`src/rtl/sram_bridge.sv`:
```
// Splits one wide CPU access into narrow asynchronous-SRAM beats with registered
// CS/OE/WE strobes, a write-data hold cycle after WE rises, and little-endian read reassembly.
module sram_bridge #(
  parameter int CPU_DW      = 32,
  parameter int SRAM_DW     = 16,
  parameter int CPU_AW      = 20,
  parameter int SRAM_AW     = 18,
  parameter int WAIT_STATES = 1
) (
  input  logic               clk,
  input  logic               reset,
  input  logic               req,
  input  logic               rnw,
  input  logic [CPU_AW-1:0]  addr,
  input  logic [CPU_DW-1:0]  wdata,
  output logic [CPU_DW-1:0]  rdata,
  output logic               ack,
  output logic               busy,
  output logic [SRAM_AW-1:0] sram_adr,
  output logic [SRAM_DW-1:0] sram_dout,
  output logic               sram_den,
  input  logic [SRAM_DW-1:0] sram_din,
  output logic               ram_cs_b,
  output logic               ram_oe_b,
  output logic               ram_we_b
);

  localparam int BEATS = CPU_DW / SRAM_DW;
  localparam int BW    = (BEATS > 1) ? $clog2(BEATS) : 0;
  localparam int CW    = (BW > 0) ? BW : 1;
  localparam int WW    = (WAIT_STATES > 0) ? $clog2(WAIT_STATES + 1) : 1;

  typedef enum logic [2:0] {IDLE, SETUP, STROBE, HOLD, DONE} state_t;

  state_t              state;
  logic                rnw_q;
  logic [CPU_AW-1:0]   addr_q;
  logic [CPU_DW-1:0]   wdata_q;
  logic [CPU_DW-1:0]   rbuf;
  logic [CW-1:0]       beat;
  logic [CW-1:0]       beat_nx;
  logic [WW-1:0]       wcnt;
  logic                accept;
  logic                strobe_last;
  logic                last_beat;
  logic                capture;

  // With a single beat the counter bit is unused and is shifted out of the address.
  function automatic logic [SRAM_AW-1:0] beat_adr(input logic [CPU_AW-1:0] a,
                                                  input logic [CW-1:0] b);
    logic [CPU_AW+CW-1:0] full;
    full = {a, b} >> (CW - BW);
    return full[SRAM_AW-1:0];
  endfunction

  function automatic logic [SRAM_DW-1:0] slice_of(input logic [CPU_DW-1:0] d,
                                                  input logic [CW-1:0] b);
    return d[b*SRAM_DW +: SRAM_DW];
  endfunction

  function automatic logic [CPU_DW-1:0] merge(input logic [CPU_DW-1:0] d,
                                              input logic [CW-1:0] b,
                                              input logic [SRAM_DW-1:0] s);
    logic [CPU_DW-1:0] r;
    r = d;
    r[b*SRAM_DW +: SRAM_DW] = s;
    return r;
  endfunction

  assign accept      = (state == IDLE) && req;
  assign strobe_last = (wcnt == WW'(WAIT_STATES));
  assign last_beat   = (beat == CW'(BEATS - 1));
  assign beat_nx     = beat + 1'b1;
  assign capture     = (state == STROBE) && rnw_q && strobe_last;

  always_ff @(posedge clk) begin
    if (accept) begin
      addr_q  <= addr;
      wdata_q <= wdata;
    end
    if (capture) rbuf <= merge(rbuf, beat, sram_din);
  end

  always_ff @(posedge clk) begin
    if (reset) begin
      state     <= IDLE;
      rnw_q     <= 1'b0;
      beat      <= '0;
      wcnt      <= '0;
      ack       <= 1'b0;
      busy      <= 1'b0;
      rdata     <= '0;
      sram_adr  <= '0;
      sram_dout <= '0;
      sram_den  <= 1'b0;
      ram_cs_b  <= 1'b1;
      ram_oe_b  <= 1'b1;
      ram_we_b  <= 1'b1;
    end else begin
      ack <= 1'b0;
      case (state)
        IDLE: if (req) begin
          rnw_q    <= rnw;
          beat     <= '0;
          wcnt     <= '0;
          busy     <= 1'b1;
          state    <= SETUP;
          sram_adr <= beat_adr(addr, '0);
          ram_cs_b <= 1'b0;
          ram_we_b <= 1'b1;
          ram_oe_b <= !rnw;
          sram_den <= !rnw;
          if (!rnw) sram_dout <= slice_of(wdata, '0);
        end
        SETUP: begin
          wcnt  <= '0;
          state <= STROBE;
          if (!rnw_q) ram_we_b <= 1'b0;
        end
        STROBE: begin
          if (!strobe_last) begin
            wcnt <= wcnt + 1'b1;
          end else if (!rnw_q) begin
            ram_we_b <= 1'b1;
            state    <= HOLD;
          end else if (last_beat) begin
            rdata    <= merge(rbuf, beat, sram_din);
            ack      <= 1'b1;
            state    <= DONE;
            ram_cs_b <= 1'b1;
            ram_oe_b <= 1'b1;
          end else begin
            beat     <= beat_nx;
            state    <= SETUP;
            sram_adr <= beat_adr(addr_q, beat_nx);
          end
        end
        // Data and address stay put here so the SRAM latches them on the WE rising edge.
        HOLD: begin
          if (last_beat) begin
            ack      <= 1'b1;
            state    <= DONE;
            ram_cs_b <= 1'b1;
            sram_den <= 1'b0;
          end else begin
            beat      <= beat_nx;
            state     <= SETUP;
            sram_adr  <= beat_adr(addr_q, beat_nx);
            sram_dout <= slice_of(wdata_q, beat_nx);
          end
        end
        DONE: begin
          busy  <= 1'b0;
          state <= IDLE;
        end
        default: state <= IDLE;
      endcase
    end
  end

endmodule

```
`config.mk`:
```
export PLATFORM = sky130hd
export DESIGN_NAME = sram_bridge
export DESIGN_NICKNAME = d
export VERILOG_FILES = /design/src/rtl/sram_bridge.sv
export SDC_FILE = /design/constraint.sdc
export NUM_CORES = 1
export LEC_CHECK = 0
export CAP_MARGIN = 20
export CORE_AREA = 8 8 117 130
export DETAILED_ROUTE_END_ITERATION = 8
export DIE_AREA = 0 0 125 138
export GPL_ROUTABILITY_DRIVEN = 0
export PLACE_DENSITY_LB_ADDON = 0.1
export SLEW_MARGIN = 30
export SYNTH_ARGS = -nofsm -noshare
export SYNTH_HDL_FRONTEND = slang
export SYNTH_SLANG_ARGS = --single-unit
```
`constraint.sdc`:
```
create_clock -name clk -period 8.25 [get_ports clk]
set_input_delay 2.0625 -clock clk [delete_from_list [all_inputs] [get_ports clk]]
set_output_delay 2.0625 -clock clk [all_outputs]
set_load 0.01 [all_outputs]
```
==> metrics <==
Synth area leader=edfxtp_1; Fin. Hold Viols=0; final setup vio count=0; gr ovfl total=0; Yosys reg bits=between 100 and 150; Critical Path RT=8490 ps; Clock transition at path regs=approximately 60 ps; ys flop type=dfxtp_1; R2R depth=5; Worst R2R Start=state[2]; Critical Path AT=4130 ps; pwr/cell area=roughly 240 nW/um^2; Synth area leaders=edfxtp_1 34%, dfxtp_1 27%, nand2_1 5.6%, a21oi_1 5.0%, a221oi_2 3.9%; first-pass GRT wire length=23.2 mm; Buffers on Ports=140; status=complete, no violations; chip height=138 um; Period minus WS final=~3900 ps; Net Count, Synth=564; Syn Inst Count=492; Initial Util=44.0%; Core Box Area=about 13000 um^2; die area=17300 um^2; CTS Buffer Depth=2; Cell Area, Synth=around 5700 um^2; number of global-route vias before repair=4466; post-CTS resize count=0; H-tree Lvls=4; final hold slack=approximately 450 ps; largest net degree at the start of global routing=between 70 and 80; nets@finish=690; I/O pins=144; Hold Crit Class=reg -> reg; diode count=0; CTS tree=done; Final Power=between 1.5 and 2 mW; relative slew slack=44.3%; syn_area_per_cell=11.6 um^2; Routed WL=14.2 mm; Pins Over Slew Limit=0; sequential share of the synthesized area=61.5%; DRC Markers=0; finished layout cell area=between 7000 and 8000 um^2; Synth async-reset ratio=0%; hold path startpoint=rdata[12]; Setup crit end kind=flop; CTS Buf Count=17; critical path cell sequence=clkdlybuf4s50_1 > nand2b_1 > a221oi_2 > buf_4 > and2_1 > a211oi_1; kind of cell adding the most delay to the critical path=buffers and inverters; num rows=44; Crit Path Category=in -> reg; Pre-antenna DRT Iters=4; CP max-delay cell=and2_1; Synth cell types=39; clk_lat worst skew=a little over 400 ps; layout cells sized above 1=12.7%; endpoint of the lowest-slack register-to-register path=sram_dout[10]; period utilization=47.1%; clk root buf=clkbuf_16; Setup TNS=0 ps; max-capacitance violation count=0; Via Count=4164; Startpoint Class=input port; cts hold-fix bufs=0; R2R setup slack=5640 ps; Hold Path Depth=2; RSZ-0062 raised after global routing=false; DRT iter0 DRCs=276; global-route usage over all layers=16.7%; Worst Hold Endpoint=rdata[12]; DP HPWL=9.26 mm; worst slew pin tran=835 ps; setup bufs post-CTS=0; synth warn=0; CP max stage delay=720 ps; Buf/Inv on CP=2; top-area cell type share of the netlist area=about a third; routed len/inst=17.9 um; area grow syn2layout=36.3%; peak fanout along the critical path=20; crit path launch=req; number of synthesized flops with an enable pin=65; maximum VDD drop=0.160 mV; antenna violations before repair=0; Die X=125 um; Vias/cell=about 5.3; Sink Count=around 140; Detail Route Antenna Nets=0; skew final=5.53 ps; Pleak=2.75 nW; fmax=258 MHz; placed instance area=around 7000 um^2
[metrics by stage]
stage / instances / setup WS [ps] / utilization [%]
2_1_floorplan: 492 / 3550 / -
3_3_place_gp: 757 / 3780 / 55.0
3_5_place_dp: 759 / 3790 / 55.3
4_1_cts: 791 / 4200 / 59.8
5_1_grt: 792 / 4200 / 60.0
6_report: 792 / 4370 / 60.0
[logic make-up after synthesis]
logic type,synth area share [%]
multiplexers,6.31
AO/OA/AOI/OAI,16.3
buffers and inverters,5.01
AND/OR/NAND/NOR,10.9
flip-flops,61.5
[state kept, by name (all words and copies together) (netlist names)]
| register | flops |
|---|---|
| ack | 1 |
| sram_dout | 16 |
| strobe_last | 1 |
| wdata_q | 32 |
| rdata | 32 |
| ram_we_b | 1 |
| rnw_q | 1 |
| busy | 1 |
| rbuf | 16 |
| ram_cs_b | 1 |
| sram_den | 1 |
| state | 3 |
| ram_oe_b | 1 |
| beat | 1 |
| sram_adr | 18 |
| addr_q | 17 |
[synth_stat cells, drive strengths merged, types with 2 or more instances]
master,count
o21bai,3
mux2i,18
buf,28
inv,18
nand2,86
and3,16
nor4,2
nand2b,6
o21ai,2
nor2,7
a21oi,58
nor2b,2
nor3,6
and2,2
dfxtp,78
a211oi,35
nand3,2
a221oi,17
mux2,16
clkbuf,13
edfxtp,65
a31oi,2
[where the power goes]
group          internal, mW  total [mW]  leakage [nW]  switching, mW
registers             0.802       0.830          1.25         0.0282
logic                 0.136       0.264          1.22          0.128
clock network         0.477       0.752         0.288          0.275
[worst min-delay path: cells and delay by family (launching register included)]
| kind | cells | cell delay [ps] |
|---|---|---|
| and+or+nand+nor | 1 | 50 |
| DFF | 1 | 310 |
| AOI/OAI and AO/OA | 1 | 50 |
[how the worst max path moves through the flow]
stage	slack, ps	cells past startpoint	endpoint
floorplan	3550	4	rnw_q
global placement	3780	4	wdata_q[26]
detailed placement	3790	4	wdata_q[25]
CTS	4200	4	wdata_q[14]
global route	4200	6	sram_adr[2]
finish	4370	6	sram_adr[2]
[cells in the final DEF (no fill, tap or decap), types with 18 or more instances in the layout]
cell / instances
clkdlybuf4s50_1: 139
nand2_1: 86
dfxtp_1: 78
edfxtp_1: 65
a21oi_1: 57
a211oi_1: 27
inv_1: 18
mux2i_1: 18
clkbuf_16: 18
[metal layers]
layer  global-route usage [%]  share of wire [%]  vias up
met3                     5.96                6.5       17
met1                     19.3                 44     2011
li1                         -                  -     2029
met5                        0                  0        -
met2                     28.0                 48      107
met4                     6.16                1.3        0
[layout make-up]
class                      instances  area, um^2
clock buffer                      25         497
clock inverter                     7        83.8
fill                            1123        5200
inverter                          18        67.6
multi-input combinational        290        1930
sequential                       143        3510
tap                              161         201
timing repair buffer             148        1490
Power figures use the tool's default switching activity.
